## config.mk

```make
export PLATFORM = sky130hd
export DESIGN_NAME = switch_conditioner
export DESIGN_NICKNAME = d
export VERILOG_FILES = /design/src/rtl/switch_conditioner.sv
export SDC_FILE = /design/constraint.sdc
export NUM_CORES = 1
export LEC_CHECK = 0
export ABC_AREA = 1
export BUFFER_PORTS_ARGS = -buffer_cell sky130_fd_sc_hd__buf_4
export CELL_PAD_IN_SITES_DETAIL_PLACEMENT = 1
export CELL_PAD_IN_SITES_GLOBAL_PLACEMENT = 1
export CORE_UTILIZATION = 47
export CTS_CLUSTER_DIAMETER = 150
export DETAILED_ROUTE_END_ITERATION = 8
export HOLD_SLACK_MARGIN = 0.1
export PLACE_DENSITY = 0.87
export SLEW_MARGIN = 20
export SYNTH_ARGS = -nofsm -noshare
export SYNTH_HDL_FRONTEND = slang
export SYNTH_SLANG_ARGS = --single-unit
```

## constraint.sdc

```tcl
create_clock -name i_clk -period 1.8 [get_ports i_clk]
set_clock_uncertainty 0.1 [all_clocks]
set_input_delay 0 -clock i_clk [delete_from_list [all_inputs] [get_ports i_clk]]
set_output_delay 0 -clock i_clk [all_outputs]
set_load 0.02 [all_outputs]
```

## src/rtl/switch_conditioner.sv

```systemverilog
// Switch front end: per-channel synchronizer and debounce counter producing a clean level plus press/release strobes.
// Accepted level and strobes appear SYNC_STAGES + DEBOUNCE_CYCLES edges after a stable input change.
module switch_conditioner #(
  parameter int   NUM_SWITCHES    = 4,
  parameter int   SYNC_STAGES     = 2,
  parameter int   DEBOUNCE_CYCLES = 250000,
  parameter logic RESET_LEVEL     = 1'b0
) (
  input  logic                    i_clk,
  input  logic                    i_reset,
  input  logic [NUM_SWITCHES-1:0] i_switches,
  output logic [NUM_SWITCHES-1:0] o_switches,
  output logic [NUM_SWITCHES-1:0] o_pressed,
  output logic [NUM_SWITCHES-1:0] o_released
);

  localparam int CNT_W = ($clog2(DEBOUNCE_CYCLES + 1) < 1) ? 1 : $clog2(DEBOUNCE_CYCLES + 1);
  localparam logic [CNT_W-1:0] CNT_LAST = CNT_W'(DEBOUNCE_CYCLES - 1);

  logic [NUM_SWITCHES-1:0] stages [SYNC_STAGES];
  logic [NUM_SWITCHES-1:0] sync;
  logic [CNT_W-1:0]        count  [NUM_SWITCHES];

  assign sync = stages[SYNC_STAGES-1];

  // Plain flop chain: nothing may sit between stages.
  always_ff @(posedge i_clk) begin
    if (i_reset) begin
      for (int s = 0; s < SYNC_STAGES; s++) begin
        stages[s] <= {NUM_SWITCHES{RESET_LEVEL}};
      end
    end else begin
      stages[0] <= i_switches;
      for (int s = 1; s < SYNC_STAGES; s++) begin
        stages[s] <= stages[s-1];
      end
    end
  end

  always_ff @(posedge i_clk) begin
    if (i_reset) begin
      o_switches <= {NUM_SWITCHES{RESET_LEVEL}};
      o_pressed  <= '0;
      o_released <= '0;
      for (int n = 0; n < NUM_SWITCHES; n++) begin
        count[n] <= '0;
      end
    end else begin
      o_pressed  <= '0;
      o_released <= '0;
      for (int n = 0; n < NUM_SWITCHES; n++) begin
        if (sync[n] == o_switches[n]) begin
          count[n] <= '0;
        end else if (count[n] == CNT_LAST) begin
          // Strobe lands in the same cycle the new level first shows.
          o_switches[n] <= sync[n];
          o_pressed[n]  <= sync[n];
          o_released[n] <= ~sync[n];
          count[n]      <= '0;
        end else begin
          count[n] <= count[n] + CNT_W'(1);
        end
      end
    end
  end

endmodule

```

### Word level (Yosys, flattened, before mapping)

Memory sizes are Yosys's and may differ from the RTL's.
Index checks and enable logic that the tools add are counted.

| storage, ports and cells | value |
|---|---|
| register bits | 12 |
| latch bits | 0 |
| bits in writable memories | 80 |
| ROM bits | 0 |
| logic and storage cells | 121 |
| memories kept | 2 |

| operators by class | value |
|---|---|
| add/subtract/negate cells | 4 |
| multiply operators | 0 |
| divide/modulo/power cells | 0 |
| $lt $le $gt $ge | 0 |
| equality and inequality tests | 8 |
| shifts and indexed selects | 0 |
| muxes and demuxes | 61 |
| bitwise gates (word level) | 26 |
| reductions and logical operators | 8 |

Memory list:

| memory | depth | width | read ports | clocked after memory_dff | write ports | RTL line | source |
|---|---|---|---|---|---|---|---|
| count | 4 | 18 | 4 | 0 | 4 | 22 | `logic [CNT_W-1:0] count [NUM_SWITCHES];` |
| stages | 2 | 4 | 2 | 0 | 2 | 20 | `logic [NUM_SWITCHES-1:0] stages [SYNC_STAGES];` |

Operators by type and width:

| kind | number |
|---|---|
| 2-to-1 mux 18 bit | 12 |
| adder 18 x 1 -> 18 bit, second input constant | 4 |
| == test 18 bit, second input constant | 4 |
| 2-to-1 mux 1 bit | 47 |
| OR 1 bit | 14 |
| NOT 1 bit | 12 |
| OR reduction 3 bit | 4 |
| 2-to-1 mux 4 bit | 2 |
| AND reduction 2 bit | 4 |
| == test 1 bit | 4 |

### Logic depth before layout (Yosys ltp)

Gate-level depths: netlist of run 1.

| depth | value |
|---|---|
| depth in word-level cells | 7 |
| mapped depth | 9 |

### Worst setup path before layout of run 1

No wires, ideal clock.

| timing path | value |
|---|---|
| path kind | flip-flop to flip-flop |
| start | mem count[1][0] (netlist bit) |
| end | mem count[1][8] (netlist bit), data pin |
| library setup time | 0.254 ns |
| arrival time | 1.286 ns |
| data required time | 1.446 ns |
| path slack | 0.159 ns |
| cell stages (with the launch flop) | 10 |
| period minus slack after synthesis | 1.641 ns |
| path through | edfxtp_1 ha_1 nand2_1 inv_2 nand2_1 nor2_2 nand3_2 nand2_4 buf_6 nor2_1 |

RTL lines:

| what | RTL line |
|---|---|
| start: declaration | 22 |

==> results.md, run 1 <==
- IR analysis of the VDD net gives a maximum drop of between 0.0003 and 0.0004 V.
- The height of the chip is approximately 110 um.
- The pin count of the biggest net entering global routing is 19.
- The power density over cell area is around 680 nW/um^2.
- The cell family contributing the most delay on the critical path is simple AND/OR/NAND/NOR gates.
- By area the synthesized netlist is led by edfxtp_1, nor2_1, nand2_1.
- The global placement routability congestion is approximately 0.84.
- Based on the critical path, the design can be clocked at up to 555 MHz.
- STA puts the critical path data arrival time at 1.83 ns.
- The leading register cell type out of synthesis is edfxtp_1.
- The number of setup violations in the final report is 1.
- The signal on the critical path passes through nand2_1 -> nor2_2 -> inv_1 -> nor2_1 -> nand3_4 -> nand2_8 -> a21oi_1.
- The number of nets at the end of the flow is 777.
- Of the total synthesized cell area, the portion taken by XOR and XNOR cells is 0.0393.
- Setup repair after global routing could not meet its margin everywhere.
- In the layout the commonest cells are nand2_1, nor2_1, inv_1, edfxtp_1, conb_1.
- The total core area is between 10,000 and 15,000 um^2.
- The CTS tree is yes.
- The initial utilization of the core area, before any placement, comes to 0.490.
- The repair_antennas step left the layout with diodes totalling 0.
- STA classifies the critical path endpoint as a flip-flop.
- The overall power after layout is 4.25 mW.
- The area growth from synthesis to layout is 22.4%.
- For the pin with the worst max-slew slack, the measured transition is between 0.6 and 0.7 ns.
- The clock passes through at most 2 buffers.
- The share of the synthesized area in compound gates (AO/OA/AOI/OAI) is 0.0500.
- The total global-route track usage is 0.243.
- The final count of hold timing violations is 0.
- The initial DRC count is 221.
- In this run the worst path has a maximum fanout of 5.
- The number of buffers and inverters on the critical path is 1.
- The run finished, with violations left.
- The number of inserted filler cells in the final layout is 1,322.
- The number of vias per cell is about 5.2.
- From left edge to right edge, the die measures ~110 um.
- The number of global-route vias before repair is approximately 4,700.
- The final antenna-violating net count is 0.
- Data on the critical path is required at its endpoint by 1.83 ns.
- The number of enable-type register cells in the synthesized netlist is between 70 and 80.
- The proportion of netlist area held by the largest area contributor is 0.421.
- 18 I/O pins were placed.
- edfxtp_1 takes more of the synthesized area than any other cell.
- Setup slack on the critical path of the routed design comes to -0.000316 ns.
- The number of flip-flops and latches in the synthesized netlist is 92.
- The aggregate negative setup slack is -0.000316 ns.
- The clock tree root driver cell is clkbuf_8.
- The total number of clock tree sinks is 92.
- The finished cells cover 6280 um^2.
- The leakage dissipation is roughly 2.5 nW.
- Across the run, the number of max-cap violations was 0.
- The final number of max-transition violations is 0.
- The wire length after detailed routing is about 15,000 um.
- The startpoint type of the worst setup path is a flip-flop.
- In the final routed layout, each cell accounts on average for between 15 and 20 um.
- The floorplan has 37 rows.
- The total number of yosys warnings is 0.
- Counting flops with an async set or reset pin after synthesis yields a share of 0.
- The portion of the clock cycle consumed by the worst path in the final layout is 1.00.
- The share of the Yosys chip area taken by registers is 0.500.
- The worst hold path belongs to the class reg -> reg.
- Of the total synthesized cell area, the portion taken by AND, OR, NAND and NOR gates is 0.330.
- The biggest cell delay along the critical path is 0.45 ns.
- The remaining max-slew budget at the tightest pin is 0.569.
- The cell count after synthesis is roughly 640.
- The final instance count without filler cells is a little over 900.
- The number of buffers inserted during clock tree synthesis is 9.
- The global-route wire length before repair is about 22,000 um.
- The number of iterations in the first detailed-routing pass is 5.
- The final global-route overflow total is 0.
- The post-synth design cell area is about 5100 um^2.
- After detailed routing, the number of remaining DRC violations is 0.
- The cell with the largest stage delay on the worst path is edfxtp_1.
- By area, the combinational part of the netlist is dominated by simple AND/OR/NAND/NOR gates.
- The later pin in the worst-skew pair is clocked with a latency of roughly 0.38 ns.
- In this run the number of H-tree levels came out at 3.
- The final worst hold slack is 0.337 ns.
- The initial antenna violation count is 0.
- The floorplan die area is about 11,000 um^2.
- The HPWL reported at the end of detailed placement is between 9000 and 10,000 um.
- The checks that failed: negative setup slack.
- The overall via count from detail_route is approximately 4,700.
- The quantity of I/O buffers inserted on ports is 17.
- The critical path is of the reg -> reg type.
- Summing all placed instances gives a cell area of around 5700 um^2.
- The clock period minus final worst setup slack is around 1.8 ns.
- The post-synthesis average cell area is 8.05 um^2.
- After synthesis, the share of cell area in mux cells is 0.
- Of the cells placed in the final design, the portion with a size suffix greater than 1 is 0.141.
- The total placed cells including tap cells is a little under 900.
- The clock-pin transition on the worst setup and hold timing paths is about 0.10 ns.
- The number of distinct library cell variants in the gate-level netlist after synthesis is 31.
- The post-synthesis adder-cell area fraction is 0.00976.
- The library cell used most frequently in the layout, excluding fill and tap cells, is nand2_1.
## synthesized netlist by cell type (6+ instances only)
master,count
xor2_1,14
nand2_1,134
inv_1,76
nand2_2,6
xnor2_1,9
a21oi_1,38
nand4_1,10
nor2_2,18
nor2_1,136
nand3_1,43
edfxtp_1,72
nor3_1,13
dfxtp_1,20
o21ai_0,10
## metrics by stage
stage	worst slack, ns	utilization
after floorplan	0.159	-
after global placement	0.0979	0.547
after detailed placement	-0.00714	0.547
after CTS	0.0112	0.576
after global routing	-0.0691	0.600
final	-0.000316	0.600
## routing by layer
| layer | part of all wire | global-route usage |
|---|---|---|
| met4 | 0.029 | 0.104 |
| met3 | 0.039 | 0.0221 |
| met1 | 0.40 | 0.277 |
| met5 | 0 | 0 |
| met2 | 0.54 | 0.459 |
## power breakdown
part / internal, mW / switching (mW)
sequential: 2.36 / 0.0841
combinational: 0.107 / 0.201
clock: 0.720 / 0.778
## worst paths after layout
kind,start,end,slack [ns],cells past startpoint
max reg2reg,count[0][14],count[0][14],-0.0003,7
min,stages[0][2],stages[0][6],0.34,2
min reg2reg,stages[0][2],stages[0][6],0.34,2
max,count[0][14],count[0][14],-0.0003,7
## cell families after synthesis
group           Yosys count
fa+ha+maj                 4
compound gates           50
xor+xnor                 23
simple gates            382
buf+inv                  85
flops                    92
other cells               1
## sequential cells by signal, summed over array words and instances (netlist names)
register    count
count          72
stages          8
o_pressed       4
o_released      4
o_switches      4
## final cells by class
cell class	count	area (um^2)	share of cell area
tap	136	170	0.0271
timing repair buffer	48	383	0.0610
inverter	79	297	0.0472
clock inverter	2	35.0	0.00558
clock buffer	14	163	0.0259
sequential	92	2560	0.408
multi-input combinational	537	2670	0.425
## worst register-to-register path, delay by kind of cell (launching register included)
family	cells	cell delay, ns
AND/OR/NAND/NOR	5	0.88
AO/OA/AOI/OAI	1	0.06
flip-flops	1	0.45
buffers and inverters	1	0.06
## repair_timing
| item | CTS | global route |
|---|---|---|
| hold buffers | 9 | 0 |
| endpoints found under the setup margin | 17 | 71 |
| cloned | 0 | 6 |
| setup buffers | 0 | 10 |
| gates resized for setup | 3 | 24 |
| hold endpoints to repair | 18 | 0 |
| pin swaps | 0 | 5 |
Power figures use the tool's default switching activity.
==> inputs of run 2 (changes only) <==
--- a/config.mk
+++ b/config.mk
@@ -9,11 +9,12 @@
 export BUFFER_PORTS_ARGS = -buffer_cell sky130_fd_sc_hd__buf_4
 export CELL_PAD_IN_SITES_DETAIL_PLACEMENT = 1
 export CELL_PAD_IN_SITES_GLOBAL_PLACEMENT = 1
-export CORE_UTILIZATION = 47
+export CORE_UTILIZATION = 49
+export CTS_BUF_LIST = sky130_fd_sc_hd__clkbuf_4
 export CTS_CLUSTER_DIAMETER = 150
 export DETAILED_ROUTE_END_ITERATION = 8
 export HOLD_SLACK_MARGIN = 0.1
-export PLACE_DENSITY = 0.87
+export PLACE_DENSITY = 0.9
 export SLEW_MARGIN = 20
 export SYNTH_ARGS = -nofsm -noshare
 export SYNTH_HDL_FRONTEND = slang
==> results.md, run 2 (synthesis results as in run 1) <==
- The clock-pin transition on the worst setup and hold timing paths is 0.17 ns (was 0.10 ns).
- The quantity of I/O buffers inserted on ports was 17 (unchanged).
- The met1 track utilization from global routing came to 0.302 (was 0.277).
- The final worst hold slack is 0.341 ns (was 0.337 ns).
- The flip-flop and latch area is 2560 um^2 (unchanged).
- The final antenna-violating net count came to 0 (unchanged).
- The initial DRC count was 314 (was 221).
- The worst reg2reg path depth is 8 (was 7).
- The clock network fraction of design power was 0.313 (was 0.352).
- The biggest cell delay along the critical path was 0.43 ns (was 0.45 ns).
- The antenna diode instance count is 0 (unchanged).
- The cell with the largest stage delay on the worst path is edfxtp_1 (unchanged).
- Violations in the final reports: negative setup slack (unchanged).
- The worst min-delay path category is reg -> reg (unchanged).
- The internal power of the cells is 2.96 mW (was 3.19 mW).
- The portion of the clock cycle consumed by the worst path in the final layout came to 1.05 (was 1.00).
- Status: finished, violations left (unchanged).
- The number of flip-flops under the largest register name came to 72 (unchanged).
- The number of inserted filler cells in the final layout was 1,236 (was 1,322).
- The initial cell density of the core is 0.515 (was 0.490).
- The hold path depth came to 2 (unchanged).
- The part of the power in registers is 0.602 (was 0.575).
- The final global-route overflow total was 0 (unchanged).
- The worst reg-to-reg setup slack came to -0.08 ns (was -0.0003 ns).
- The part of the power in combinational logic is 0.085 (was 0.072).
- The final instance count without filler cells is 912 (was 908).
- The height of the chip is 104 um (was 106 um).
- The achievable frequency was 531 MHz (was 555 MHz).
- The routing layer with the top usage in global route is met2 (unchanged).
- The actual slew at the worst max-slew pin came to 0.622 ns (was 0.644 ns).
- The switching part of the total is 0.276 (was 0.250).
- The total placed cells including tap cells is 864 (was 867).
- The share of layout cells above drive strength 1 is 0.190 (was 0.141).
- The worst setup slack before clock tree synthesis was -0.0300 ns (was -0.00714 ns).
- The number of top-level pins is 18 (unchanged).
- The final number of max-transition violations was 0 (unchanged).
- The worst-path maximum fanout is 9 (was 5).
- The number of global-route vias before repair came to 4,919 (was 4,707).
- Among the stages of the critical path, the cell type that occurs most often is nor2_4.
- The number of setup violations in the final report was 36 (was 1).
- The pin count of the biggest net entering global routing is 19 (unchanged).
- The latest clock arrival within the worst-skew pair came to 0.48 ns (was 0.38 ns).
- The clock tree root driver cell is clkbuf_4 (was clkbuf_8).
- The CTS H-tree depth is 3 (unchanged).
- The least setup slack across all paths after layout is -0.0832 ns (was -0.000316 ns).
- The number of buffers between clock root and the deepest sink is 2 (unchanged).
- The total core area is 9950 um^2 (was 10,500 um^2).
- The largest voltage drop on the vdd net is 0.000495 V (was 0.000361 V).
- Registers with the highest flip-flop counts: count: 72 flops, stages: 8 flops (unchanged).
- The cell class contributing the biggest share of worst-path delay is simple AND/OR/NAND/NOR gates (unchanged).
- The global-route wire length before repair is 23,300 um (was 21,500 um).
- The required time at the endpoint of the critical path is 1.92 ns (was 1.83 ns).
- The total number of clock tree sinks was 92 (unchanged).
- The number of max-cap violations is 0 (unchanged).
- The CTS tree is yes (unchanged).
- The wire length after detailed routing is 19,200 um (was 15,100 um).
- The cell count along the critical path was 8 (was 7).
- The number of iterations in the first detailed-routing pass was 6 (was 5).
- The global placement routability congestion is 0.850 (was 0.843).
- The initial antenna violation count came to 0 (unchanged).
- The final count of hold timing violations is 0 (unchanged).
- The startpoint type of the worst setup path is a flip-flop (unchanged).
- Setup repair after global routing missed its margin: yes (unchanged).
- The floorplan die area is 10,900 um^2 (was 11,300 um^2).
- The remaining max-slew budget at the tightest pin is 0.585 (was 0.569).
- The HPWL reported at the end of detailed placement was 9350 um (was 9190 um).
- The total global-route track usage is 0.270 (was 0.243).
- The number of vias per cell is 5.64 (was 5.16).
- The overall via count from detail_route is 5,140 (was 4,681).
- The standard-cell row count is 36 (was 37).
- The leakage dissipation is 2.53 nW (was 2.51 nW).
- The most common library cell in the layout ignoring fill and taps is nand2_1 (unchanged).
- The register bank with the most flops is count (unchanged).
- The routed length per instance came to 21.1 um (was 16.6 um).
- The buffering stage count on the worst path with inverters included was 0 (was 1).
- Sequence of cells on the critical path: ha_2 -> nand2_2 -> nor2_4 -> nand2_1 -> nor2_4 -> nand2_4 -> nand2_8 -> a21oi_1 (was nand2_1 -> nor2_2 -> inv_1 -> nor2_1 -> nand3_4 -> nand2_8 -> a21oi_1).
- The power density over cell area is 638 nW/um^2 (was 678 nW/um^2).
- The global-route track usage on met2 was 0.507 (was 0.459).
- The critical path arrival is 2.00 ns (was 1.83 ns).
- Highest-count cells in the layout ignoring fill and taps: nand2_1, nor2_1, inv_1, edfxtp_1, conb_1 (unchanged).
- The number of nets at the end of the flow is 784 (was 777).
- The synthesis-to-finish area growth is 25.0% (was 22.4%).
- The number of buffers inserted during clock tree synthesis is 9 (unchanged).
- The clock period minus final worst setup slack is 1.88 ns (was 1.80 ns).
- The global-route track usage on met3 is 0.0414 (was 0.0221).
- The total area of multi-input combinational cells is 2830 um^2 (was 2670 um^2).
- The total net switching power was 1.13 mW (was 1.06 mW).
- The residual DRC count was 0 (unchanged).
- The kind of critical path is reg -> reg (unchanged).
- The kind of capture point of the worst setup path is a flip-flop (unchanged).
- The overall die width is 104 um (was 106 um).
==> run 2: cell types whose count changed in the layout (fill, tap and decap cells not counted), moves of 7 or more <==
cell	delta
a21oi_2	+7
nor2_1	-11
clkbuf_4	+13
a21oi_1	-8
nor2_2	+9
clkbuf_8	-11
==> run 2: metrics by stage <==
stage,instance area (um^2),utilization,setup TNS [ns],power [mW]
final,6410,0.644,-1.04,4.09
after global routing,6410,0.644,-4.83,4.19
after CTS,5990,0.602,0,3.91
after detailed placement,5720,0.574,-0.0974,2.73
after global placement,5720,0.574,0,2.70
after floorplan,5400,-,0,2.64
==> run 2: worst register-to-register path, stage by stage (launching register included) <==
cell      delay (ns)
edfxtp_1        0.43
ha_2            0.22
nand2_2         0.10
nor2_4          0.15
nand2_1         0.12
nor2_4          0.16
nand2_4         0.13
nand2_8         0.14
a21oi_1         0.08
==> run 2: area by class of cell <==
| cell class | instances | share of cell area |
|---|---|---|
| flip-flops and latches | 92 | 0.400 |
| clock inverters | 3 | 0.00585 |
| repair buffers | 53 | 0.0655 |
| well taps | 133 | 0.0259 |
| multi-input cells | 539 | 0.442 |
| clock buffers | 13 | 0.0152 |
| inverters | 79 | 0.0462 |
==> run 2: power by group through the flow <==
stage | registers, mW | logic (mW) | clock network (mW)
6_report | 2.46 | 0.347 | 1.28
5_1_grt | 2.47 | 0.373 | 1.34
4_1_cts | 2.44 | 0.260 | 1.20
3_5_place_dp | 2.49 | 0.235 | 0
3_3_place_gp | 2.48 | 0.221 | 0
2_1_floorplan | 2.47 | 0.172 | 0
==> run 2: final timing paths <==
| kind | endpoint | start |
|---|---|---|
| worst max-delay path | count[2][14] | count[2][0] |
| worst min-delay path | stages[0][6] | stages[0][2] |
| worst max register to register | count[2][14] | count[2][0] |
| worst min register to register | stages[0][6] | stages[0][2] |
==> run 2: repair_timing <==
action / CTS / global route
hold buffers: 9 / 0
gates cloned: 1 / 7
pin swaps: 1 / 17
gates resized for setup: 5 / 63
buffers inserted: 1 / 14
setup endpoints to repair: 33 / 74
endpoints found under the hold margin: 19 / 0
==> run 2: metal layers <==
layer	wire length, um	vias up
met4	955	0
met3	1210	96
li1	-	2263
met5	0	-
met2	9680	262
met1	7400	2519
